<file path="config.mk">
export PLATFORM = sky130hd
export DESIGN_NAME = aip_host_seq
export DESIGN_NICKNAME = d
export VERILOG_FILES = /design/src/rtl/aip_host_pkg.sv /design/src/rtl/aip_host_timeout.sv /design/src/rtl/aip_host_seq.sv
export SDC_FILE = /design/constraint.sdc
export NUM_CORES = 1
export LEC_CHECK = 0
export ABC_CLOCK_PERIOD_IN_PS = 2400
export BUFFER_PORTS_ARGS = -buffer_cell sky130_fd_sc_hd__buf_2
export CORE_MARGIN = 2
export CORE_UTILIZATION = 25
export DETAILED_ROUTE_END_ITERATION = 12
export SLEW_MARGIN = 5
export SYNTH_ARGS = -nofsm -noshare
export SYNTH_HDL_FRONTEND = slang
export SYNTH_HIERARCHICAL = 1
export SYNTH_SLANG_ARGS = --single-unit
</file>
<file path="constraint.sdc">
create_clock -name clk -period 2.4 [get_ports clk]
set_input_delay 0.24 -clock clk [delete_from_list [all_inputs] [get_ports clk]]
set_output_delay 0.24 -clock clk [all_outputs]
set_load 0.005 [all_outputs]
</file>
<file path="src/rtl/aip_host_pkg.sv">
// Shared encodings for the AIP host sequencer: command opcodes, FSM states
// and the conf_dbus codes of the standard AIP wrapper registers.
package aip_host_pkg;

  localparam logic [1:0] OP_WRITE    = 2'd0;
  localparam logic [1:0] OP_READ     = 2'd1;
  localparam logic [1:0] OP_START    = 2'd2;
  localparam logic [1:0] OP_WAIT_INT = 2'd3;

  localparam logic [4:0] CFG_MEMOUT0 = 5'd0;
  localparam logic [4:0] CFG_MEMIN0  = 5'd1;
  localparam logic [4:0] CFG_CONFREG = 5'd3;
  localparam logic [4:0] CFG_STATUS  = 5'd30;
  localparam logic [4:0] CFG_IPID    = 5'd31;

  typedef enum logic [2:0] {
    ST_IDLE,
    ST_SETUP,
    ST_WRITE,
    ST_READ,
    ST_DRAIN,
    ST_START,
    ST_WAIT_INT,
    ST_DONE
  } state_e;

endpackage

</file>
<file path="src/rtl/aip_host_timeout.sv">
// Loadable down-counter for the WAIT_INT timeout; expired is high once the
// count has reached zero and stays there until the next load.
module aip_host_timeout #(
  parameter int CNT_W = 16
) (
  input  logic             clk,
  input  logic             rst_a,
  input  logic             load,
  input  logic             dec,
  input  logic [CNT_W-1:0] load_val,
  output logic             expired
);

  logic [CNT_W-1:0] cnt_q;

  always_ff @(posedge clk or posedge rst_a) begin
    if (rst_a) begin
      cnt_q <= '0;
    end else if (load) begin
      cnt_q <= load_val;
    end else if (dec && (cnt_q != '0)) begin
      cnt_q <= cnt_q - 1'b1;
    end
  end

  assign expired = (cnt_q == '0);

endmodule

</file>
<file path="src/rtl/aip_host_seq.sv">
// AIP host-side initiator: turns one command into a sequenced burst write,
// burst read, start pulse or interrupt wait on the AIP configuration bus.
module aip_host_seq
  import aip_host_pkg::*;
#(
  parameter int DATA_WIDTH     = 32,
  parameter int LEN_WIDTH      = 16,
  parameter int CFG_WIDTH      = 5,
  parameter int TIMEOUT_CYCLES = 65535
) (
  input  logic                  clk,
  input  logic                  rst_a,
  input  logic                  en_s,
  input  logic                  cmd_valid,
  output logic                  cmd_ready,
  input  logic [1:0]            cmd_op,
  input  logic [CFG_WIDTH-1:0]  cmd_cfg,
  input  logic [LEN_WIDTH-1:0]  cmd_len,
  input  logic [DATA_WIDTH-1:0] wr_data,
  input  logic                  wr_valid,
  output logic                  wr_ready,
  output logic [DATA_WIDTH-1:0] rd_data,
  output logic                  rd_valid,
  output logic                  done,
  output logic                  err,
  output logic                  busy,
  output logic [DATA_WIDTH-1:0] aip_data_out,
  input  logic [DATA_WIDTH-1:0] aip_data_in,
  output logic [CFG_WIDTH-1:0]  aip_conf_dbus,
  output logic                  aip_write,
  output logic                  aip_read,
  output logic                  aip_start,
  input  logic                  aip_int_req
);

  localparam int TO_W = (TIMEOUT_CYCLES > 1) ? $clog2(TIMEOUT_CYCLES) : 1;
  localparam logic [TO_W-1:0] TO_LOAD = TO_W'((TIMEOUT_CYCLES > 0) ? TIMEOUT_CYCLES - 1 : 0);

  state_e                  state_q, state_d;
  logic                    init_q;
  logic [1:0]              op_q;
  logic [LEN_WIDTH-1:0]    len_q;
  logic [LEN_WIDTH-1:0]    cnt_q;
  logic                    err_q;
  logic [CFG_WIDTH-1:0]    conf_q;
  logic [DATA_WIDTH-1:0]   rd_data_q;
  logic                    rd_vld_q;
  logic                    to_load, to_dec, to_expired;

  aip_host_timeout #(.CNT_W(TO_W)) u_timeout (
    .clk      (clk),
    .rst_a    (rst_a),
    .load     (to_load),
    .dec      (to_dec),
    .load_val (TO_LOAD),
    .expired  (to_expired)
  );

  always_comb begin
    state_d      = state_q;
    cmd_ready    = 1'b0;
    wr_ready     = 1'b0;
    aip_write    = 1'b0;
    aip_read     = 1'b0;
    aip_start    = 1'b0;
    aip_data_out = '0;
    done         = 1'b0;
    err          = 1'b0;
    to_load      = 1'b0;
    to_dec       = 1'b0;
    case (state_q)
      ST_IDLE: begin
        cmd_ready = init_q;
        if (cmd_valid && init_q) state_d = ST_SETUP;
      end
      ST_SETUP: begin
        to_load = 1'b1;
        case (op_q)
          OP_WRITE: state_d = (len_q == '0) ? ST_DONE : ST_WRITE;
          OP_READ:  state_d = (len_q == '0) ? ST_DONE : ST_READ;
          OP_START: state_d = ST_START;
          default:  state_d = ST_WAIT_INT;
        endcase
      end
      ST_WRITE: begin
        aip_write    = wr_valid;
        wr_ready     = wr_valid;
        aip_data_out = wr_data;
        if (wr_valid && (cnt_q == len_q - 1'b1)) state_d = ST_DONE;
      end
      ST_READ: begin
        aip_read = 1'b1;
        if (cnt_q == len_q - 1'b1) state_d = ST_DRAIN;
      end
      ST_DRAIN: state_d = ST_DONE;
      ST_START: begin
        aip_start = 1'b1;
        state_d   = ST_DONE;
      end
      ST_WAIT_INT: begin
        to_dec = 1'b1;
        if (aip_int_req || ((TIMEOUT_CYCLES != 0) && to_expired)) state_d = ST_DONE;
      end
      ST_DONE: begin
        done    = 1'b1;
        err     = err_q;
        state_d = ST_IDLE;
      end
      default: state_d = ST_IDLE;
    endcase
    // A disabled cycle freezes everything and suppresses every strobe.
    if (!en_s) begin
      state_d   = state_q;
      cmd_ready = 1'b0;
      wr_ready  = 1'b0;
      aip_write = 1'b0;
      aip_read  = 1'b0;
      aip_start = 1'b0;
      done      = 1'b0;
      err       = 1'b0;
      to_load   = 1'b0;
      to_dec    = 1'b0;
    end
  end

  always_ff @(posedge clk or posedge rst_a) begin
    if (rst_a) begin
      state_q   <= ST_IDLE;
      init_q    <= 1'b0;
      op_q      <= OP_WRITE;
      len_q     <= '0;
      cnt_q     <= '0;
      err_q     <= 1'b0;
      conf_q    <= '0;
      rd_vld_q  <= 1'b0;
      rd_data_q <= '0;
    end else begin
      init_q <= 1'b1;
      if (en_s) begin
        state_q  <= state_d;
        rd_vld_q <= aip_read;
        if (aip_read) rd_data_q <= aip_data_in;
        if (aip_write || aip_read) cnt_q <= cnt_q + 1'b1;
        if ((state_q == ST_IDLE) && (state_d == ST_SETUP)) begin
          op_q   <= cmd_op;
          len_q  <= cmd_len;
          conf_q <= cmd_cfg;
          cnt_q  <= '0;
          err_q  <= 1'b0;
        end
        // Interrupt wins over a coinciding timeout.
        if ((state_q == ST_WAIT_INT) && (state_d == ST_DONE)) err_q <= !aip_int_req;
        if ((state_d == ST_DONE) && (state_q != ST_DONE)) conf_q <= '0;
      end
    end
  end

  assign rd_data       = rd_data_q;
  assign rd_valid      = rd_vld_q & en_s;
  assign aip_conf_dbus = conf_q;
  assign busy          = (state_q != ST_IDLE);

endmodule

</file>
==> results.py, run 1 <==
metrics = {
    "cts": {
        "cts_tree": "built",
        "cts_buffers": 9,
        "cts_sinks": 93,
        "cts_buffer_depth": 2,
        "clock_latency_ns": 0.34,
        "clk_pin_slew_ns": 0.07,
        "h-tree-depth": 3,
        "root_buffer": "clkbuf_16",
    },
    "placement": {
        "hpwl_mm": 11.6,
        "port_buffers": 170,
        "gp_congestion": 0.870,
        "pre_cts_slack_ns": -0.133,
    },
    "critical_path": {
        "crit_fanout": 6,
        "critPathArrivalTime_ns": 2.73,
        "cp-start-kind": "flip-flop",
        "cp_slowest_stage_delay_ns": 0.63,
        "crit_path_top_delay_cell": "or4b_2",
        "crit_type": "reg2reg",
        "critPathRequiredTime_ns": 2.60,
        "cp_cell_sequence": "inv_1, ha_1, or4b_2, o31ai_4, a21oi_4, a211oi_1, a41oi_2",
        "end_kind": "flip-flop",
    },
    "die": {
        "core_area_um2": 21100,
        "dieArea_um2": 22800,
        "rows": 53,
        "die_w_um": 151,
        "start_util_pct": 25.6,
        "ios": 171,
        "die_h_um": 151,
    },
    "layout": {
        "antenna_cells": 0,
        "fin_nets": 944,
        "drive_gt1_share_pct": 38.1,
        "syn_to_final_growth_pct": 40.7,
    },
    "drt": {
        "wl_mm": 15.6,
        "wire_per_inst_um": 13.9,
        "vias": 5210,
        "drc_errors": 0,
        "final_antenna_net_count": 0,
        "first_pass_iters": 4,
        "drtIter0Drc": 315,
        "via_per_inst": 4.63,
    },
    "timing": {
        "fin_ws_ns": -0.127,
        "tightestPinTransition_ns": 0.621,
        "fin_skew_ns": 0.00626,
        "setup_viol": 6,
        "fin_crit_sh_pct": 105,
        "hold_viol": 0,
        "layout_min_cycle_time_ns": 2.53,
        "hold_ws_ns": 0.0843,
        "relSlewSlack_pct": 58.6,
        "rsz0062_at_grt": "true",
        "drv_slew": 0,
        "fmax_ghz": 0.396,
    },
    "power_and_ir_drop": {
        "pwr-share-comb_pct": 50.5,
        "p_int_mw": 5.12,
        "switching_power_mw": 3.34,
        "p_clk_share_pct": 17.1,
        "powerDensity_nw_per_um2": 1110,
        "sw_frac_of_total_pct": 39.5,
        "ir_worst_vdd_v": 0.000391,
        "power_leakage_nw": 3.70,
        "seqPwrFrac_pct": 32.5,
    },
    "synth": {
        "synth_cells": 612,
        "netlist_top_cells_count": "nand2_1, dfrtp_1, nor2_1",
        "synth_edf_count": 0,
        "synth_cell_type_count": 73,
        "post-synth-top-area-cell": "dfrtp_1",
        "synth_area_leaders": "dfrtp_1, nand2_1, and2_1",
        "ys_ff_latch": 93,
        "synthFlopType": "dfrtp_1",
        "synth_warnings": 6,
        "synth_area_um2": 5390,
        "avgSynthCellArea_um2": 8.81,
        "yosysTopAreaCellShare_pct": 43.2,
        "synthArstFlopShare_pct": 100,
        "ys_seq_area_share_pct": 43.2,
        "synth_most_common_cell": "nand2_1",
    },
    "outcome": {
        "violations": "setup timing",
        "status": "finished with violations",
    },
    "run": {
        "drv_cap": 0,
    },
    "global_route": {
        "antenna_found_initial": 0,
        "grt_max_degree": 53,
        "grt_pass1_wl_mm": 24.5,
        "met3_usage_pct": 2.83,
        "grtUsageTotal_pct": 13.5,
        "overflow": 0,
        "use_met1_pct": 17.0,
        "met2_usage_pct": 22.8,
        "grt_pass1_vias": 5005,
        "grt-busiest-layer": "met2",
    },
    "hold_path": {
        "min_path_type": "in2reg",
    },
}
## path summary, 6_finish.rpt
kind / start / end / slack (ns) / cells past startpoint
min in group asynchronous: rst_a / rd_data[1] / 0.50 / 3
setup reg to reg: op_q[1] / aip_conf_dbus[0] / -0.13 / 7
hold / removal: aip_data_in[16] / rd_data[16] / 0.08 / 3
setup / recovery: op_q[1] / aip_conf_dbus[0] / -0.13 / 7
max in group asynchronous: rst_a / len_q[3] / 1.25 / 4
hold reg to reg: rd_data[29] / rd_data[29] / 0.47 / 2
## repair_timing
item                                   in CTS  in global routing
buffers inserted                            3                  7
hold buffers                                1                  0
gates resized for setup                    26                 20
setup endpoints to repair                   7                  9
endpoints found under the hold margin      29                  0
pin swaps                                  14                 14
## sequential cells by signal, indices dropped and copies added, names as in the netlist
name and count:
state_q 3, rd_vld_q 1, init_q 1, len_q 16, op_q 2, rd_data 32
u_timeout/cnt_q 16, aip_conf_dbus 5, cnt_q 16, err_q 1
## power groups by stage
stage | Sequential (mW) | Combinational, mW | Clock, mW
after global placement | 2.73 | 3.76 | 0
after CTS | 2.74 | 4.07 | 1.49
after detailed placement | 2.74 | 3.81 | 0
final | 2.74 | 4.26 | 1.45
after global routing | 2.83 | 4.75 | 1.56
after floorplan | 2.72 | 2.21 | 0
## worst max-delay path: cells and delay by family (launching register included)
| family | cells | cell delay (ns) |
|---|---|---|
| AND/OR/NAND/NOR | 1 | 0.63 |
| buffers and inverters | 1 | 0.09 |
| AO/OA/AOI/OAI | 4 | 1.14 |
| adder cells (fa/ha/maj) | 1 | 0.14 |
| flip-flops | 1 | 0.40 |
## cell type report
type,instances,area (um2)
fill,2208,13500
multi-input combinational,477,3140
sequential,93,2330
timing repair buffer,236,1380
tap,275,344
clock buffer,11,233
inverter,28,106
clock inverter,5,60.1
## kinds of logic (layout without fill, tap and decap cells)
logic type / after synthesis / after routing / synth area share [%]
muxes: 16 / 16 / 3.25
DFF: 93 / 93 / 43.2
buffers and inverters: 57 / 280 / 4.55
AOI/OAI and AO/OA: 102 / 102 / 13.0
adders and majority gates: 6 / 6 / 1.39
and+or+nand+nor: 306 / 306 / 29.4
other: 2 / 17 / 0.139
xor gates and xnor gates: 30 / 30 / 5.15
## stage by stage
step	area (um2)	cells	total power, mW	setup TNS [ns]	util (%)
after floorplan	5460	627	4.93	0	-
after CTS	7440	1118	8.30	-0.197	35.3
after global routing	7580	1125	9.15	-1.17	36.0
final	7580	1125	8.45	-0.280	36.0
after detailed placement	6960	1098	6.55	-0.698	33.0
after global placement	6960	1098	6.48	-0.155	33.0
## metal layers
layer / wire length, um / part of all wire [%]
met3: 1070 / 6.9
met1: 6820 / 44
met5: 0 / 0
met4: 322 / 2.1
met2: 7390 / 47
## layout by cell type (no fill, tap or decap), drive strengths merged, types with 13 or more instances in the layout
master  Yosys  layout
and2       35      35
conb        2      17
dfrtp      93      93
nor2       40      40
buf         6     235
o21ai      26      26
inv        28      28
nand3      13      13
nand2     132     132
a21oi      24      24
xnor2      17      17
nand4      14      14
No activity file was read; power rests on OpenSTA's default activity.
==> run 2: changes to the inputs <==
- ABC_CLOCK_PERIOD_IN_PS: 2400 -> 2100
- REMOVE_ABC_BUFFERS: unset -> 1
- clock period: 2.4 -> 2.1 ns (I/O delays scaled with it)
==> run 2 against run 1 <==
Compared with the run above:
- worst setup slack got worse by 0.32 ns
- the run still ends with setup timing left
- clock skew is essentially flat
- combinational power rose by 27%
- critical path type unchanged
- highest routed layer unchanged
- final cell count increased by 3.7%
==> results.py, run 2 (synthesized netlist as in run 1, its figures left out) <==
metrics = {
    "cts": {
        "cts_buffers": 9,
        "cts_tree": "built",
        "clk_pin_slew_ns": 0.07,
        "cts_sinks": 93,
        "clock_latency_ns": 0.35,
        "h-tree-depth": 3,
        "root_buffer": "clkbuf_16",
        "cts_buffer_depth": 2,
    },
    "critical_path": {
        "critPathArrivalTime_ns": 2.76,
        "rr_worst_depth": 7,
        "reg2reg_to": "aip_conf_dbus[4]",
        "crit_path_top_delay_cell": "or4_4",
        "cpMostUsedCell": "or4_4",
        "cp-start-kind": "flip-flop",
        "critPathRequiredTime_ns": 2.32,
        "crit_fanout": 5,
        "crit_type": "reg2reg",
        "r2r_slack_ns": -0.45,
        "cp_cell_sequence": "or4_4, or4_4, nand3_2, and3_4, nand4_1, a21oi_4, a41oi_2",
        "regToRegStartpoint": "len_q[4]",
        "end_kind": "flip-flop",
        "endpoint": "aip_conf_dbus[4]",
        "cp_slowest_stage_delay_ns": 0.57,
        "crit_start": "len_q[4]",
    },
    "timing": {
        "drv_slew": 0,
        "setup_viol": 8,
        "fin_crit_sh_pct": 121,
        "rsz0062_at_grt": "true",
        "hold_ws_ns": 0.0439,
        "hold_viol": 0,
        "fin_skew_ns": 0.00639,
        "tightestPinTransition_ns": 0.646,
        "fmax_ghz": 0.393,
        "fin_ws_ns": -0.445,
        "layout_min_cycle_time_ns": 2.55,
        "relSlewSlack_pct": 56.9,
        "setup-tns-final_ns": -3.08,
    },
    "placement": {
        "gp_congestion": 0.868,
        "pre_cts_slack_ns": -0.492,
        "hpwl_mm": 12.5,
        "port_buffers": 170,
        "dpl_cell_area_um2": 7300,
        "post-place-cells": 1144,
    },
    "drt": {
        "drtIter0Drc": 246,
        "drc_errors": 0,
        "wl_mm": 16.8,
        "via_per_inst": 4.62,
        "wire_per_inst_um": 14.4,
        "final_antenna_net_count": 0,
        "first_pass_iters": 4,
        "vias": 5387,
    },
    "layout": {
        "drive_gt1_share_pct": 41.5,
        "stdcell_count": 1167,
        "layout_commonest_cell": "buf_2",
        "antenna_cells": 0,
        "syn_to_final_growth_pct": 47.1,
        "largest_reg_flops": 32,
        "design_area_um2": 7930,
        "fin_nets": 986,
        "post-route-util_pct": 37.6,
        "final_cell_mix": "buf_2, nand2_1, buf_4",
    },
    "die": {
        "core_area_um2": 21100,
        "rows": 53,
        "ios": 171,
        "die_h_um": 151,
        "start_util_pct": 25.6,
        "die_w_um": 151,
        "dieArea_um2": 22800,
    },
    "power_and_ir_drop": {
        "powerDensity_nw_per_um2": 1270,
        "power_leakage_nw": 3.92,
        "power_mw": 10.1,
        "ir_worst_vdd_v": 0.000488,
    },
    "global_route": {
        "grtUsageTotal_pct": 14.7,
        "grt_max_degree": 37,
        "antenna_found_initial": 0,
        "overflow": 0,
        "grt_pass1_wl_mm": 26.0,
        "grt_pass1_vias": 5154,
    },
    "outcome": {
        "violations": "setup timing",
        "status": "finished with violations",
    },
    "hold_path": {
        "min_path_type": "in2reg",
    },
    "run": {
        "drv_cap": 0,
    },
}
## run 2: cell count changes in the layout (fill, tap and decap cells not counted), moves of 2 or more
cell / previous run / this run
o21ai_2: 2 / 0
inv_1: 25 / 22
a21oi_1: 19 / 21
buf_4: 62 / 97
a211oi_1: 2 / 5
buf_6: 1 / 7
inv_2: 2 / 5
a211oi_2: 4 / 1
## run 2: area by class of cell
class	count	area, um2
Timing Repair Buffer	278	1730
Tap cell	275	344
Fill cell	2149	13200
Multi-Input combinational cell	477	3140
Sequential cell	93	2330
Clock buffer	11	243
Inverter	28	106
Clock inverter	5	43.8
## run 2: power by group
group          switching (mW)  internal, mW
clock                   0.740         0.851
combinational            2.67          2.74
sequential              0.563          2.51
## run 2: how the worst min path moves through the flow
| stage | start | to | slack, ns | cells past startpoint |
|---|---|---|---|---|
| final | aip_data_in[21] | rd_data[21] | 0.04 | 3 |
| after global routing | aip_data_in[6] | rd_data[6] | 0.05 | 3 |
| after CTS | aip_data_in[21] | rd_data[21] | 0.03 | 3 |
| after detailed placement | rst_a | err_q | 0.30 | 2 |
| after global placement | rst_a | err_q | 0.31 | 2 |
| after floorplan | rst_a | u_timeout/cnt_q[0] | 0.12 | 1 |
## run 2: what timing repair did
action | CTS | global route
hold buffers | 1 | 0
buffers inserted | 2 | 4
hold endpoints to repair | 44 | 0
gates resized for setup | 28 | 32
endpoints found under the setup margin | 12 | 31
pin swaps | 16 | 17
## run 2: per-layer routing
layer / up-vias / GRT usage (%) / wire length (um)
met1: 2539 / 19.1 / 7460
met3: 22 / 2.50 / 1050
met4: 0 / 5.89 / 353
met5: - / 0 / 0
li1: 2647 / - / -
met2: 179 / 24.3 / 7900
## run 2: worst max-delay path: cells and delay by family, from the launching register on
family / cells / cell delay (ns)
DFF: 1 / 0.41
AOI/OAI and AO/OA: 2 / 0.46
and+or+nand+nor: 5 / 1.54
